<file path="src/rtl/handshake_cmpi_arbiter.sv">
// rtl/handshake_cmpi_arbiter.sv - round-robin shared equality comparator for elastic channels
module handshake_cmpi_arbiter #(
  parameter int NUM_REQ   = 2,
  parameter int DATA_TYPE = 32,
  parameter int TAG_WIDTH = 1
) (
  input  logic                           clk,
  input  logic                           rst,
  input  logic [NUM_REQ*DATA_TYPE-1:0]   lhs,
  input  logic [NUM_REQ-1:0]             lhs_valid,
  output logic [NUM_REQ-1:0]             lhs_ready,
  input  logic [NUM_REQ*DATA_TYPE-1:0]   rhs,
  input  logic [NUM_REQ-1:0]             rhs_valid,
  output logic [NUM_REQ-1:0]             rhs_ready,
  output logic                           result,
  output logic [TAG_WIDTH-1:0]           result_tag,
  output logic                           result_valid,
  input  logic                           result_ready
);

  logic [TAG_WIDTH-1:0] rr_ptr;
  logic                 out_valid;
  logic                 can_load;
  logic [NUM_REQ-1:0]   eligible;
  logic [NUM_REQ-1:0]   grant;
  logic                 grant_any;
  logic [TAG_WIDTH-1:0] grant_idx;
  logic [TAG_WIDTH-1:0] next_ptr;
  logic [DATA_TYPE-1:0] sel_lhs;
  logic [DATA_TYPE-1:0] sel_rhs;
  int                   idx;
  int                   nidx;

  // A channel joins only when both of its operands are present.
  assign eligible = lhs_valid & rhs_valid;
  // The output slot can take a new result if empty or being drained this cycle.
  assign can_load = !out_valid || result_ready;

  // Scan from rr_ptr with explicit modulo so non-power-of-2 counts never index past NUM_REQ-1.
  always_comb begin
    grant     = '0;
    grant_any = 1'b0;
    grant_idx = '0;
    next_ptr  = '0;
    sel_lhs   = '0;
    sel_rhs   = '0;
    idx       = 0;
    nidx      = 0;
    if (!rst && can_load) begin
      for (int k = 0; k < NUM_REQ; k++) begin
        idx = int'(rr_ptr) + k;
        if (idx >= NUM_REQ) idx = idx - NUM_REQ;
        if (!grant_any && eligible[idx]) begin
          grant[idx] = 1'b1;
          grant_any  = 1'b1;
          grant_idx  = TAG_WIDTH'(idx);
          sel_lhs    = lhs[idx*DATA_TYPE +: DATA_TYPE];
          sel_rhs    = rhs[idx*DATA_TYPE +: DATA_TYPE];
          nidx       = (idx == NUM_REQ - 1) ? 0 : idx + 1;
          next_ptr   = TAG_WIDTH'(nidx);
        end
      end
    end
  end

  // Both operands of the granted channel are consumed together.
  assign lhs_ready    = grant;
  assign rhs_ready    = grant;
  assign result_valid = out_valid;

  // Output slot: load on grant (possibly while draining), otherwise drain on handshake.
  always_ff @(posedge clk or posedge rst) begin
    if (rst) begin
      out_valid  <= 1'b0;
      result     <= 1'b0;
      result_tag <= '0;
      rr_ptr     <= '0;
    end else if (grant_any) begin
      out_valid  <= 1'b1;
      result     <= (sel_lhs == sel_rhs);
      result_tag <= grant_idx;
      rr_ptr     <= next_ptr;
    end else if (out_valid && result_ready) begin
      out_valid  <= 1'b0;
    end
  end

endmodule

</file>
<file path="config.mk">
export PLATFORM = sky130hd
export DESIGN_NAME = handshake_cmpi_arbiter
export DESIGN_NICKNAME = d
export VERILOG_FILES = /design/src/rtl/handshake_cmpi_arbiter.sv
export SDC_FILE = /design/constraint.sdc
export NUM_CORES = 1
export LEC_CHECK = 0
export BUFFER_PORTS_ARGS = -buffer_cell sky130_fd_sc_hd__buf_2
export CAP_MARGIN = 20
export CORE_ASPECT_RATIO = 0.6
export CORE_MARGIN = 1
export CORE_UTILIZATION = 32
export CTS_BUF_LIST = sky130_fd_sc_hd__clkbuf_4 sky130_fd_sc_hd__clkbuf_8
export DETAILED_ROUTE_END_ITERATION = 8
export PLACE_DENSITY = 0.89
export SETUP_SLACK_MARGIN = 0.4
export SYNTH_ARGS = -nofsm -noshare
export SYNTH_HDL_FRONTEND = slang
export SYNTH_SLANG_ARGS = --single-unit
</file>
<file path="constraint.sdc">
create_clock -name clk -period 1.9 [get_ports clk]
set_input_delay 0.57 -clock clk [delete_from_list [all_inputs] [get_ports clk]]
set_output_delay 0.57 -clock clk [all_outputs]
set_load 0.02 [all_outputs]
</file>
==> key figures, run 1 <==
Outcome
  • Status: complete, but fails checks
  • Violated checks: design-rule violations

Logic synthesis
  • Distinct cells, synth: 18
  • Post-Syn Area per Cell: 8.35 µm²
  • Gate Count Post-Synth: 109
  • Most numerous cell in the Yosys netlist: xnor2_1
  • Post-synth top area share: 0.578
  • Synth async-reset ratio: 1.00
  • Mapped Area: 910 µm²
  • Number of synthesized flops with an enable pin: 0
  • Top cell type by total area after synthesis: xnor2_1
  • Register bit total from synthesis: 4
  • Top post-synthesis cells by count: 60 x xnor2_1, 15 x nand4_1, 6 x nand2_1
  • Yosys warns: 0
  • Prevailing post-synth register cell: dfrtp_1
  • Top post-synthesis cells by area: xnor2_1 58%, dfrtp_1 11%, nand4_1 10%
  • Seq/Total Area, Yosys: 0.110
  • Post-Syn Nets: 244

Job
  • Max_cap viols: 0

Drt
  • Initial detailed-routing violation count: 25
  • Routed wire length: 3380 µm
  • Drt first pass iters: 6
  • Post-DR wirelength/cell: 11.8 µm
  • Antenna-violating nets left: 0
  • Vias: 1,271
  • DR DRC count: 16
  • DR vias/cell: 4.44

Global route
  • Antenna violations before repair: 0
  • Met3 usage: 0.0641
  • Number of global-route vias before repair: 1,233
  • Total GRT Usage: 0.211
  • Largest net degree at the start of global routing: 6
  • Most Used Layer, Global Route: met2
  • Grt total ovfl: 0
  • First-pass GRT wire length: 5050 µm
  • Met1 usage: 0.221
  • GR Layer Usage met2: 0.433

Critical path
  • CP max FO: 3
  • WS Path Type: input port to output pin
  • Crit path cell chain: buf_8 -> nand2_8 -> a31o_4 -> nor2_4 -> buf_6
  • Reg2reg path depth: 5
  • Startpoint Class: input port
  • Critical path endpoint category: output pin
  • FF-to-FF setup slack: 0.52 ns
  • RR Endpoint: result$_DFFE_PP0P_
  • Delay-heaviest family, CP: buffers and inverters
  • WP buf/inv: 2
  • Worst path depth: 5
  • Worst path arrival time: 1.20 ns
  • Critical path launch point: rhs_valid[0]
  • Largest stage delay, worst path: 0.22 ns
  • RR Startpoint: rr_ptr$_DFFE_PP0P_
  • Slowest cell on the critical path: a31o_4
  • CP required: 1.33 ns
  • Crit path to: lhs_ready[0]

Die
  • Die Y: 43.3 µm
  • Total die area: 0.00307 mm²
  • Num ports: 142
  • Cell Rows: 14
  • Initial Utilization: 0.351
  • Core box area: 0.00259 mm²
  • Die X: 70.8 µm

STA
  • F_max: 564 MHz
  • Final hold violations: 0
  • Fin crit share: 0.934
  • RSZ-0062 raised after global routing: true
  • Post-route setup TNS: 0 ns
  • Final min period: 1.77 ns
  • Clock Skews: 0.00202 ns
  • Final Max Slew Viols: 0
  • Relative slew slack: 0.814
  • Final hold slack: 0.338 ns
  • Endpoints failing setup: 0
  • Worst Tran Pin Value: 0.275 ns

Clocking
  • Clk pin slew, worst setup/hold paths: 0.03 ns
  • CTS tree: done
  • Num CTS Buffers: 3
  • Total clock sinks: 4
  • Clock Latency Late Sink: 0.21 ns
  • Clk buf depth: 2
  • Root Driver: clkbuf_8
  • H-tree Lvls: 1

Placement
  • Placed wire-length estimate: 2990 µm
  • Routability-driven placement congestion ratio: 0.721
  • Input/output buffers: 141

Power and ir drop
  • Worst VDD drop: 0.391 mV
  • Leakage: 0.941 nW
  • Total power: 0.000692 W
  • Power density over cell area: 360 mW/mm²

Worst hold path
  • Hold Crit Class: input port to asynchronous set/reset pin

Final layout
  • Share of cells above drive strength 1: 0.646
  • N_diodes: 0
  • Nets: 391
  • Layout area overhead: 111%
placed cells by master (no fill, tap or decap):
cell type and instances:
buf_8 2, nand2_1 3, nand2b_1 1, clkbuf_8 3, xnor2_2 7, o21ai_0 1, a21o_1 3, a21oi_1 2
o41ai_2 1, o21bai_4 1, dfrtp_1 4, nor2_4 2, xnor2_1 53, xor2_1 4, nor4_2 1, nor3_1 1
nand2_4 1, buf_4 3, nand2_2 1, nand4_1 15, clkinvlp_4 1, buf_2 127, o41ai_1 1, a31o_4 1
nor4_1 1, nand2_8 1, nor2_1 1, buf_6 12
layout make-up:
cell class,count,area (µm²)
timing repair buffer,144,823
multi-input combinational,102,911
sequential,4,100
inverter,1,7.51
tap,32,40.0
clock buffer,3,41.3
fill,190,669
per-layer routing:
metal  share of wire  wire length [µm]
met1            0.36              1230
met2            0.56              1880
met3           0.081               273
met4               0                 0
met5               0                 0
flip-flops by register name, summed over array words and instances (netlist names):
register / count
result: 1
rr_ptr: 1
result_valid: 1
result_tag: 1
power breakdown:
| group | switching [W] | internal [W] |
|---|---|---|
| Clock | 0.0000397 | 0.000135 |
| Sequential | 0.0000106 | 0.0000976 |
| Combinational | 0.000160 | 0.000250 |
| Total | 0.000211 | 0.000482 |
through the flow:
stage | utilization | cells | instance area, µm² | worst slack, ns
after detailed placement | 0.664 | 282 | 1720 | 0.0235
after floorplan | - | 109 | 982 | 0.169
after CTS | 0.705 | 286 | 1830 | 0.143
after global placement | 0.664 | 282 | 1720 | 0.0454
after global routing | 0.742 | 286 | 1920 | 0.113
final | 0.742 | 286 | 1920 | 0.126
worst min-delay path by stage:
stage / slack (ns) / cells after the start / end
after floorplan: 0.33 / 1 / result$_DFFE_PP0P_
after global placement: 0.46 / 1 / result_tag$_DFFE_PP0P_
after detailed placement: 0.46 / 2 / result$_DFFE_PP0P_
after CTS: 0.34 / 3 / result$_DFFE_PP0P_
after global routing: 0.35 / 3 / result$_DFFE_PP0P_
final: 0.34 / 3 / result$_DFFE_PP0P_
tightest hold or removal path: cells and delay by family:
family                 cells  cell delay [ns]
buffers and inverters      3             0.30
kinds of logic after synthesis:
group,synth area share
xor+xnor,0.616
simple gates,0.166
compound gates,0.0867
flops,0.110
buf+inv,0.0206
what timing repair did:
item / 4_1_cts / 5_1_grt
pin swaps: 5 / 12
gates resized for setup: 18 / 14
endpoints found under the setup margin: 5 / 5
buffers inserted: 1 / 0
hold buffers: 0 / 0
(Power assumes the default switching activity.)
==> inputs of run 2 (changes only) <==
Settings changed: CORE_ASPECT_RATIO 0.6 to default.
==> key figures, run 2 (synthesis results as in run 1) <==
Outcome
  • Status: completed

Die
  • Cell Rows: 18
  • Die Y: 55.3 µm
  • Initial Utilization: 0.351
  • Num ports: 142
  • Die X: 55.3 µm
  • Core box area: 0.00259 mm²
  • Total die area: 0.00306 mm²

Final layout
  • Leading cell types in the layout, fill and taps excluded: 130 x buf_2, 55 x xnor2_1, 15 x nand4_1, 8 x buf_6, 6 x buf_4
  • Commonest non-fill, non-tap cell in the layout: buf_2
  • Nets: 394
  • N_diodes: 0
  • Non-filler cells, final: 287
  • Post-route cell area: 0.00191 mm²
  • Utilization after layout: 0.737
  • Layout area overhead: 110%
  • Share of cells above drive strength 1: 0.650

STA
  • Final hold violations: 0
  • Relative slew slack: 0.790
  • Worst Tran Pin Value: 0.311 ns
  • Fin crit share: 0.920
  • Endpoints failing setup: 0
  • F_max: 572 MHz
  • Final hold slack: 0.209 ns
  • RSZ-0062 raised after global routing: true
  • Final min period: 1.75 ns
  • Final Max Slew Viols: 0
  • Clock Skews: 0.000933 ns
  • Post-route setup TNS: 0 ns

Critical path
  • CP max FO: 3
  • RR Endpoint: result$_DFFE_PP0P_
  • Slowest cell on the critical path: a31o_4
  • Startpoint Class: input port
  • Worst path arrival time: 1.18 ns
  • WS Path Type: input port to output pin
  • FF-to-FF setup slack: 0.54 ns
  • Critical path launch point: lhs_valid[0]
  • CP required: 1.33 ns
  • Crit path cell chain: buf_8 -> nand2_8 -> a31o_4 -> nor2_4 -> buf_6
  • Largest stage delay, worst path: 0.21 ns
  • RR Startpoint: rr_ptr$_DFFE_PP0P_
  • Critical path endpoint category: output pin
  • Reg2reg path depth: 5

Power and ir drop
  • Worst VDD drop: 0.352 mV
  • Power density over cell area: 329 mW/mm²
  • Leakage: 0.938 nW

Drt
  • DR vias/cell: 4.66
  • Drt first pass iters: 4
  • Post-DR wirelength/cell: 12.1 µm
  • Antenna-violating nets left: 0
  • DR DRC count: 0
  • Vias: 1,338
  • Initial detailed-routing violation count: 12
  • Routed wire length: 3470 µm

Global route
  • Total GRT Usage: 0.217
  • First-pass GRT wire length: 5460 µm
  • Antenna violations before repair: 0
  • Number of global-route vias before repair: 1,412
  • Grt total ovfl: 0
  • Largest net degree at the start of global routing: 6

Clocking
  • Total clock sinks: 4
  • Root Driver: clkbuf_4
  • Clk buf depth: 2
  • CTS Hold Bufs: 0
  • Clock Latency Late Sink: 0.24 ns
  • H-tree Lvls: 1
  • Clk pin slew, worst setup/hold paths: 0.04 ns
  • CTS tree: done
  • Num CTS Buffers: 3

Job
  • Max_cap viols: 0

Placement
  • Routability-driven placement congestion ratio: 0.714
  • Input/output buffers: 141
  • Placed cell area: 0.00170 mm²
  • Placed wire-length estimate: 3060 µm
  • Placed insts: 278

Worst hold path
  • Hold Crit Class: input port to asynchronous set/reset pin
[run 2: final cells by class]
| cell class | instances | area, µm² |
|---|---|---|
| sequential | 4 | 101 |
| clock buffer | 3 | 22.5 |
| fill | 215 | 682 |
| timing repair buffer | 147 | 831 |
| multi-input combinational | 102 | 908 |
| tap | 30 | 37.5 |
| inverter | 1 | 7.51 |
[run 2: routing by layer]
metal / part of all wire / vias up / global-route usage / wire length, µm
li1: - / 672 / - / -
met1: 0.29 / 572 / 0.179 / 1020
met2: 0.58 / 87 / 0.472 / 2030
met3: 0.11 / 7 / 0.0679 / 379
met4: 0.015 / 0 / 0.0571 / 51
met5: 0 / - / 0 / 0
[run 2: report_power, final]
part / switching (W) / internal, W
logic: 0.000162 / 0.000250
registers: 0.0000125 / 0.0000983
clock network: 0.0000348 / 0.0000706
[run 2: worst max-delay path by stage]
stage / endpoint
6_report: lhs_ready[0]
5_1_grt: lhs_ready[0]
4_1_cts: lhs_ready[0]
3_5_place_dp: lhs_ready[0]
3_3_place_gp: lhs_ready[0]
2_1_floorplan: rhs_ready[0]
[run 2: through the flow]
| step | setup slack (ns) | power [W] |
|---|---|---|
| 4_1_cts | 0.153 | 0.000611 |
| 5_1_grt | 0.128 | 0.000667 |
| 2_1_floorplan | 0.169 | 0.000290 |
| 3_3_place_gp | 0.0533 | 0.000470 |
| 6_report | 0.151 | 0.000628 |
| 3_5_place_dp | 0.0294 | 0.000481 |
[run 2: what timing repair did]
action,in CTS,in global routing
endpoints found under the setup margin,5,5
gates resized for setup,21,10
pin swaps,3,10
setup buffers,3,3
[run 2: critical path, delay by kind of cell]
kind,cells,cell delay (ns)
and+or+nand+nor,2,0.17
buffers and inverters,2,0.22
AOI/OAI and AO/OA,1,0.21
